$ cat config.mk
export PLATFORM = sky130hd
export DESIGN_NAME = imem_loader
export DESIGN_NICKNAME = d
export VERILOG_FILES = /design/src/rtl/imem_loader.sv
export SDC_FILE = /design/constraint.sdc
export NUM_CORES = 1
export LEC_CHECK = 0
export ABC_AREA = 1
export ABC_CLOCK_PERIOD_IN_PS = 5500
export CAP_MARGIN = 10
export CORE_MARGIN = 2
export CORE_UTILIZATION = 55
export DETAILED_ROUTE_END_ITERATION = 12
export PLACE_DENSITY = 0.89
export REMOVE_ABC_BUFFERS = 1
export SETUP_SLACK_MARGIN = 0.4
export SYNTH_ARGS = -nofsm -noshare
export SYNTH_HDL_FRONTEND = slang
export SYNTH_SLANG_ARGS = --single-unit
$ cat constraint.sdc
create_clock -name clk -period 5.5 [get_ports clk]
set_input_delay 0.825 -clock clk [delete_from_list [all_inputs] [get_ports clk]]
set_output_delay 0.825 -clock clk [all_outputs]
set_load 0.02 [all_outputs]
$ cat src/rtl/imem_loader.sv
// imem_loader: receives a program as a byte stream and writes it, word by word,
// into the instruction memory's write port.
//
// Stream format: 2-byte big-endian word count N, then N big-endian 32-bit words.
//
// Ports:
//   clk, reset           clock, asynchronous active-high reset
//   start_in             one-cycle load request, sampled only in IDLE
//   byte_in/valid/ready  byte stream handshake (transfer = valid & ready)
//   write_enable_out     one-cycle write strobe
//   write_address_out    word address for the write (held between writes)
//   write_data_out       instruction word for the write (held between writes)
//   busy_out             a load is in progress
//   done_out             one-cycle pulse on successful completion
//   error_out            sticky error (oversize length or timeout)
//   word_count_out       words written in the current or last load
module imem_loader #(
    parameter int unsigned MEM_SIZE       = 256,
    parameter int unsigned BASE_ADDR      = 0,
    parameter int unsigned TIMEOUT_CYCLES = 1000000
) (
    input  logic        clk,
    input  logic        reset,
    input  logic        start_in,
    input  logic [7:0]  byte_in,
    input  logic        byte_valid_in,
    output logic        byte_ready_out,
    output logic        write_enable_out,
    output logic [31:0] write_address_out,
    output logic [31:0] write_data_out,
    output logic        busy_out,
    output logic        done_out,
    output logic        error_out,
    output logic [15:0] word_count_out
);

    typedef enum logic [2:0] {
        IDLE, LEN_HI, LEN_LO, DATA, WRITE, FINISH
    } state_t;

    state_t      state, state_nxt;
    logic [15:0] len_q;
    logic [1:0]  byte_idx;
    logic [31:0] word_asm;
    logic [31:0] idle_cnt;

    logic        xfer;
    logic        timeout;
    logic        oversize;
    logic [15:0] len_full;
    logic [15:0] count_inc;
    logic [31:0] asm_nxt;

    assign xfer      = byte_valid_in && byte_ready_out;
    assign len_full  = {len_q[15:8], byte_in};
    assign oversize  = 32'(len_full) > MEM_SIZE;
    assign count_inc = word_count_out + 16'd1;
    assign asm_nxt   = {word_asm[23:0], byte_in};

    // Ready is high exactly in the states that wait for bytes, so it doubles
    // as the "waiting" qualifier for the idle counter.
    assign timeout = (TIMEOUT_CYCLES != 0) && byte_ready_out && !xfer &&
                     (idle_cnt == TIMEOUT_CYCLES - 1);

    // State register
    always_ff @(posedge clk or posedge reset) begin
        if (reset) state <= IDLE;
        else       state <= state_nxt;
    end

    // Next-state logic
    always_comb begin
        state_nxt = state;
        case (state)
            IDLE:   if (start_in) state_nxt = LEN_HI;
            LEN_HI: begin
                if (timeout)   state_nxt = IDLE;
                else if (xfer) state_nxt = LEN_LO;
            end
            LEN_LO: begin
                if (timeout) state_nxt = IDLE;
                else if (xfer) begin
                    if (len_full == 16'd0) state_nxt = FINISH;
                    else if (oversize)     state_nxt = IDLE;
                    else                   state_nxt = DATA;
                end
            end
            DATA: begin
                if (timeout)                         state_nxt = IDLE;
                else if (xfer && byte_idx == 2'd3)   state_nxt = WRITE;
            end
            WRITE:  state_nxt = (count_inc == len_q) ? FINISH : DATA;
            FINISH: state_nxt = IDLE;
            default: state_nxt = IDLE;
        endcase
    end

    // Output decode
    always_comb begin
        byte_ready_out   = 1'b0;
        busy_out         = 1'b0;
        write_enable_out = 1'b0;
        done_out         = 1'b0;
        case (state)
            LEN_HI, LEN_LO, DATA: begin
                byte_ready_out = 1'b1;
                busy_out       = 1'b1;
            end
            WRITE: begin
                busy_out         = 1'b1;
                write_enable_out = 1'b1;
            end
            FINISH:  done_out = 1'b1;
            default: ;
        endcase
    end

    // Datapath
    always_ff @(posedge clk or posedge reset) begin
        if (reset) begin
            len_q             <= '0;
            byte_idx          <= '0;
            word_asm          <= '0;
            idle_cnt          <= '0;
            error_out         <= 1'b0;
            word_count_out    <= '0;
            write_address_out <= '0;
            write_data_out    <= '0;
        end else begin
            // Idle counter: cleared on every transfer and when a load starts,
            // advanced only while waiting for a byte that does not come.
            if ((state == IDLE && start_in) || xfer) idle_cnt <= '0;
            else if (byte_ready_out)                 idle_cnt <= idle_cnt + 32'd1;

            if (timeout) error_out <= 1'b1;

            case (state)
                IDLE: begin
                    if (start_in) begin
                        error_out      <= 1'b0;
                        word_count_out <= '0;
                    end
                end
                LEN_HI: if (xfer) len_q[15:8] <= byte_in;
                LEN_LO: begin
                    if (xfer) begin
                        len_q[7:0] <= byte_in;
                        byte_idx   <= '0;
                        if (len_full != 16'd0 && oversize) error_out <= 1'b1;
                    end
                end
                DATA: begin
                    if (xfer) begin
                        word_asm <= asm_nxt;
                        byte_idx <= byte_idx + 2'd1;
                        // Capture address/data on the last byte so they are
                        // stable through the WRITE cycle and held afterwards.
                        if (byte_idx == 2'd3) begin
                            write_address_out <= BASE_ADDR + 32'(word_count_out);
                            write_data_out    <= asm_nxt;
                        end
                    end
                end
                WRITE:   word_count_out <= count_inc;
                default: ;
            endcase
        end
    end

endmodule

==> impl_results.md, run 1 <==
* Clk slew on worst S/H paths at 60 ps
* Number of synthesized flops with an enable pin at 0
* Synthesized area per cell at 7.92 um^2
* Worst-Margin Slew at 900 ps
* Vias in the first global route at 5,957
* RSZ-0062 raised after global routing: false
* Post-Synthesis Cell Area at 7190 um^2
* CTS tree: built
* Crit path max fanout at 11
* Crit path launch: state[0]$_DFFE_PP0P_
* Setup crit start kind: flop
* Hold buffers post-CTS at 0
* Worst skew pair latency at 420 ps
* Setup bufs post-CTS at 0
* Sequential fraction of the synthesis area at 49.4%
* Slew margin rel. at 40.0%
* R2R Path End: write_data_out[25]$_DFFE_PP0P_
* Rows at 41
* Max Slew Vio Count at 0
* Crit path required time at 4680 ps
* R2R depth at 8
* Worst EP arrival at 2650 ps
* Inserted Clock Buffers at 17
* FFs w/ async S/R, synth at 100%
* Cell Count, Final, Fillers Out at 1,168
* DR WL/cell at 14.9 um
* CTS H-Tree Depth at 4
* GR Overflow Total at 0
* I/O Pins at 97
* Layout net count at 999
* Post-DP HPWL at 11.7 mm
* Outcome: finished clean
* Core ar. at 12,700 um^2
* Initial antenna violation count at 0
* Yosys reg bits at 142
* Crit path to: busy_out
* Layout Skew at 9.54 ps
* Cell taking the most area after synthesis: dfrtp_1
* First-pass GRT wire length at 28.9 mm
* ANT nets after route at 0
* Setup violators final at 0
* Final RePlAce weighted congestion at 0.959
* Kind of critical path: reg2out
* Peak VDD IR at 0.000238 V
* Residual DRC at 0
* Gr usage total at 25.4%
* Worst min-delay path class: reg2reg
* Min Tclk post-route at 3480 ps
* Post-Route WL at 17.4 mm
* Commonest non-fill, non-tap cell in the layout: nand2_1
* Final worst path period share at 63.3%
* Die Wd at 118 um
* Syn. warnings at 0
* Synth cell types at 43
* Most frequent cells in the layout: nand2_1 (221), dfrtp_1 (142), inv_1 (120)
* Primary FF master, synth: dfrtp_1
* Largest net degree at the start of global routing at 104
* Setup tns final at 0 ps
* Synth top area share at 49.4%
* Cells after DPL at 1,137
* Maxcap violations at 0
* Pwr dens at 413 nW/um^2
* P&R area growth vs syn at 20.5%
* Avg Vias per Cell at 5.58
* Fin. Hold Viols at 0
* Sink Count at 142
* Post-cts sizing count at 0
* Design Area, Final at 8670 um^2
* Worst Setup End Kind: output pin
* Top cells by area, synth: dfrtp_1 (49%), nand2_1 (12%), o21ai_0 (7.0%)
* DRT iter0 DRCs at 703
* DR pass1 iterations at 7
* Die Ht at 118 um
* FF-to-FF Start: state[2]$_DFFE_PP0P_
* IO Port Bufs at 80
* Post-Synthesis Cells at 908
* Share of cells above drive strength 1 at 6.93%
* Via count at 6,520
* Die area at 14,000 um^2
* Starting Density at 56.8%
* Leak at 3.94 nW
* Utilization after layout at 68.4%
* Root Buffer Master: clkbuf_16
* Clock buffer depth at 2
* Diode count at 0
* R2r setup slk at 2850 ps
* Fmax at 287 MHz
* Post-Place Cell Area at 8060 um^2
## power by group
part	internal [mW]	total (mW)	switching, mW
clock	0.742	1.19	0.449
combinational	0.342	0.952	0.609
sequential	1.27	1.44	0.167
total	2.36	3.58	1.23
## worst min-delay path by stage
stage	startpoint	endpoint	slack (ps)	cells after the start
after floorplan	word_asm[16]$_DFFE_PP0P_	word_asm[16]$_DFFE_PP0P_	450	2
after global placement	word_asm[2]$_DFFE_PP0P_	word_asm[10]$_DFFE_PP0P_	460	2
after detailed placement	word_asm[15]$_DFFE_PP0P_	word_asm[23]$_DFFE_PP0P_	470	2
after CTS	word_asm[2]$_DFFE_PP0P_	word_asm[10]$_DFFE_PP0P_	490	2
after global routing	write_address_out[0]$_DFFE_PP0P_	write_address_out[0]$_DFFE_PP0P_	510	2
final	write_address_out[14]$_DFFE_PP0P_	write_address_out[14]$_DFFE_PP0P_	480	2
## final cells by class
| cell class | count | area [um^2] |
|---|---|---|
| Fill cell | 955 | 4000 |
| Sequential cell | 142 | 3550 |
| Multi-Input combinational cell | 615 | 2990 |
| Timing Repair Buffer | 83 | 823 |
| Inverter | 125 | 474 |
| Clock buffer | 20 | 457 |
| Tap cell | 172 | 215 |
| Clock inverter | 11 | 156 |
## routing by layer
layer | routed length [um] | GRT usage, %
met1 | 7680 | 35.5
met2 | 7870 | 38.4
met3 | 1350 | 5.26
met4 | 468 | 11.4
met5 | 0 | 0
## metrics by stage
stage          power, mW  hold WS, ps  setup slack (ps)
4_1_cts             3.58          486              2070
3_3_place_gp        2.34          458              2300
5_1_grt             3.77          512              1890
6_report            3.58          482              2020
3_5_place_dp        2.38          471              2210
2_1_floorplan       2.02          446               865
## cell families after synthesis
logic type / after synthesis / share of synthesized area [%]
flops: 142 / 49.4
other cells: 1 / 0.0521
simple gates: 424 / 26.9
mux: 3 / 0.470
buf+inv: 166 / 9.81
fa+ha+maj: 3 / 0.522
compound gates: 163 / 12.1
xor+xnor: 6 / 0.731
## cell usage after synthesis, types with 3 or more instances
master and n:
dfrtp_1 142, nor2_2 9, ha_1 3, nor2_4 4, inv_2 3, nand3b_1 3
xor2_1 5, nand4_1 25, a31oi_1 4, nand2_1 221, o22ai_1 10, o21ai_1 21
a21oi_1 18, buf_2 11, nor4_1 5, mux2_1 3, clkbuf_1 12, o21ai_0 100
nor3_1 13, nor2_1 62, buf_4 16, nand2_2 4, nor3_2 3, inv_1 121
nand3_2 7, nand3_1 61
## registers in the layout (all words and copies together), names as in the netlist
register and flops:
word_count_out 16, write_address_out 16, write_data_out 32, byte_idx 2, idle_cnt 32, state 3, error_out 1, len_q 16
word_asm 24
## worst max-delay path: stages (launching register included)
cell and delay (ps):
dfrtp_1 420, nor2_2 250, inv_1 90, nor2_1 90, buf_4 210, inv_1 240, o211ai_1 250, clkdlybuf4s50_1 670
(Power assumes the default switching activity.)
==> run 2: changes to the inputs <==
--- a/config.mk
+++ b/config.mk
@@ -6,7 +6,7 @@
 export NUM_CORES = 1
 export LEC_CHECK = 0
 export ABC_AREA = 1
-export ABC_CLOCK_PERIOD_IN_PS = 5500
+export ABC_CLOCK_PERIOD_IN_PS = 3400
 export CAP_MARGIN = 10
 export CORE_MARGIN = 2
 export CORE_UTILIZATION = 55
==> constraint.sdc (replaced) <==
create_clock -name clk -period 3.4 [get_ports clk]
set_input_delay 0.51 -clock clk [delete_from_list [all_inputs] [get_ports clk]]
set_output_delay 0.51 -clock clk [all_outputs]
set_load 0.02 [all_outputs]
==> run 2 against run 1 <==
  * Cell count grew 0.26%
  * Via count shrank 0.49%
  * Register-to-register slack lost 1800 ps
  * Clock skew shrank 2.7 ps
  * Utilization grew 0.059 points
  * Sequential cell count is the same
  * Sequential power grew 62%
  * Clock-buffer cell count shrank 1
  * Clock power grew 50%
  * First-iteration DRC count shrank 6.0%
  * Final area is essentially flat
  * Critical endpoint is now write_enable_out
==> impl_results.md, run 2 (synthesis results as in run 1) <==
* Starting Density at 56.8% (unchanged)
* Clk slew on worst S/H paths at 60 ps (about the same)
* Outcome: finished clean (unchanged)
* Hold buffers post-CTS at 0 (unchanged)
* Worst min-delay path class: reg2reg (unchanged)
* Worst skew pair latency at 430 ps (was 420 ps)
* Die Wd at 118 um (unchanged)
* Rows at 41 (unchanged)
* Core ar. at 12,700 um^2 (unchanged)
* Commonest non-fill, non-tap cell in the layout: nand2_1 (unchanged)
* Final worst path period share at 79.2%
* Leak at 3.96 nW (was 3.94 nW)
* Slew margin rel. at 53.7% (was 40.0%)
* Peak VDD IR at 0.000393 V (was 0.000238 V)
* Die area at 14,000 um^2 (unchanged)
* Kind of critical path: reg2out (unchanged)
* Worst-Margin Slew at 694 ps (was 900 ps)
* ANT nets after route at 0 (unchanged)
* Crit path required time at 2890 ps (was 4680 ps)
* Setup crit start kind: flop (unchanged)
* I/O Pins at 97 (unchanged)
* DRT iter0 DRCs at 661 (was 703)
* GR Overflow Total at 0 (unchanged)
* Post-route setup slack at 709 ps (was 2020 ps)
* DR pass1 iterations at 6 (was 7)
* RSZ-0062 raised after global routing: false (unchanged)
* Inserted Clock Buffers at 17 (unchanged)
* Vias in the first global route at 6,151 (was 5,957)
* DP Worst Slack at 806 ps (was 2210 ps)
* P&R area growth vs syn at 20.6% (was 20.5%)
* Residual DRC at 0 (unchanged)
* Via count at 6,488 (was 6,520)
* Diode count at 0 (unchanged)
* Pwr dens at 654 nW/um^2 (was 413 nW/um^2)
* Max Slew Vio Count at 0 (unchanged)
* Largest net degree at the start of global routing at 68 (was 104)
* Avg Vias per Cell at 5.54 (was 5.58)
* Crit path max fanout at 10 (was 11)
* Worst EP arrival at 2180 ps (was 2650 ps)
* Utilization after layout at 68.5% (was 68.4%)
* Top flop regs: idle_cnt x32, write_data_out x32, word_asm x24 (unchanged)
* CTS tree: built (unchanged)
* Setup violators final at 0 (unchanged)
* Fmax at 372 MHz
* WHS at 480 ps (was 482 ps)
* Fin. Hold Viols at 0 (unchanged)
* Clock buffer depth at 2 (unchanged)
* Cells after DPL at 1,140 (was 1,137)
* Cell Count, Final, Fillers Out at 1,171 (was 1,168)
* First-pass GRT wire length at 29.0 mm (was 28.9 mm)
* Post-cts sizing count at 0 (unchanged)
* Maxcap violations at 0 (unchanged)
* Initial antenna violation count at 0 (unchanged)
* IO Port Bufs at 80 (unchanged)
* Post-DP HPWL at 12.0 mm (was 11.7 mm)
* Final RePlAce weighted congestion at 0.996 (was 0.959)
* Worst Setup End Kind: output pin (unchanged)
* DR WL/cell at 14.8 um (was 14.9 um)
* Share of cells above drive strength 1 at 7.11% (was 6.93%)
* CTS H-Tree Depth at 4 (unchanged)
* Sink Count at 142 (unchanged)
* Post-Route WL at 17.3 mm (was 17.4 mm)
* Min Tclk post-route at 2690 ps
* Layout net count at 1,002 (was 999)
* Setup tns final at 0 ps (unchanged)
* Most frequent cells in the layout: nand2_1 (221), dfrtp_1 (142), inv_1 (120) (unchanged)
* Layout Skew at 6.86 ps (was 9.54 ps)
* Gr usage total at 25.7% (was 25.4%)
* Root Buffer Master: clkbuf_16 (unchanged)
* Die Ht at 118 um (unchanged)
* Setup bufs post-CTS at 0 (unchanged)
-- run 2: layout make-up --
class	instances	area [um^2]
Sequential cell	142	3550
Fill cell	991	4000
Clock inverter	12	138
Tap cell	172	215
Clock buffer	19	433
Multi-Input combinational cell	615	2990
Inverter	125	474
Timing Repair Buffer	86	873
-- run 2: per-stage QoR --
stage,power [mW],instance area (um^2)
floorplan,3.27,7010
global placement,3.79,8100
detailed placement,3.87,8100
CTS,5.69,8670
global route,5.99,8680
finish,5.68,8680
-- run 2: worst paths after layout --
kind                                                   from                               end  slack, ps  depth (start not counted)
setup / recovery                       state[1]$_DFFE_PP0P_                  write_enable_out        710                          5
hold reg to reg            write_address_out[2]$_DFFE_PP0P_  write_address_out[2]$_DFFE_PP0P_        480                          2
hold / removal             write_address_out[2]$_DFFE_PP0P_  write_address_out[2]$_DFFE_PP0P_        480                          2
min in group asynchronous                             reset           word_asm[0]$_DFFE_PP0P_        560                          2
setup reg to reg              word_count_out[0]$_DFFE_PP0P_              state[1]$_DFFE_PP0P_       1090                         14
max in group asynchronous                             reset     word_count_out[0]$_DFFE_PP0P_       2110                          3
-- run 2: report_power, final --
part           switching (mW)  internal [mW]  leakage, nW
clock network           0.715           1.08        0.274
logic                   0.991          0.557         1.78
registers               0.273           2.06         1.91
total                    1.98           3.70         3.96
-- run 2: layer usage --
layer	wire length [um]	share of wire (%)	track usage, %
met2	8070	47	41.0
met5	0	0	0
met4	514	3.0	11.4
met3	1380	8.0	5.50
met1	7380	43	33.9
-- run 2: worst max-delay path, cell delays in order, from the launching register on --
cell and delay (ps):
dfrtp_1 410, nor2_2 250, inv_1 90, nor2_1 140, buf_4 230, clkdlybuf4s50_1 630
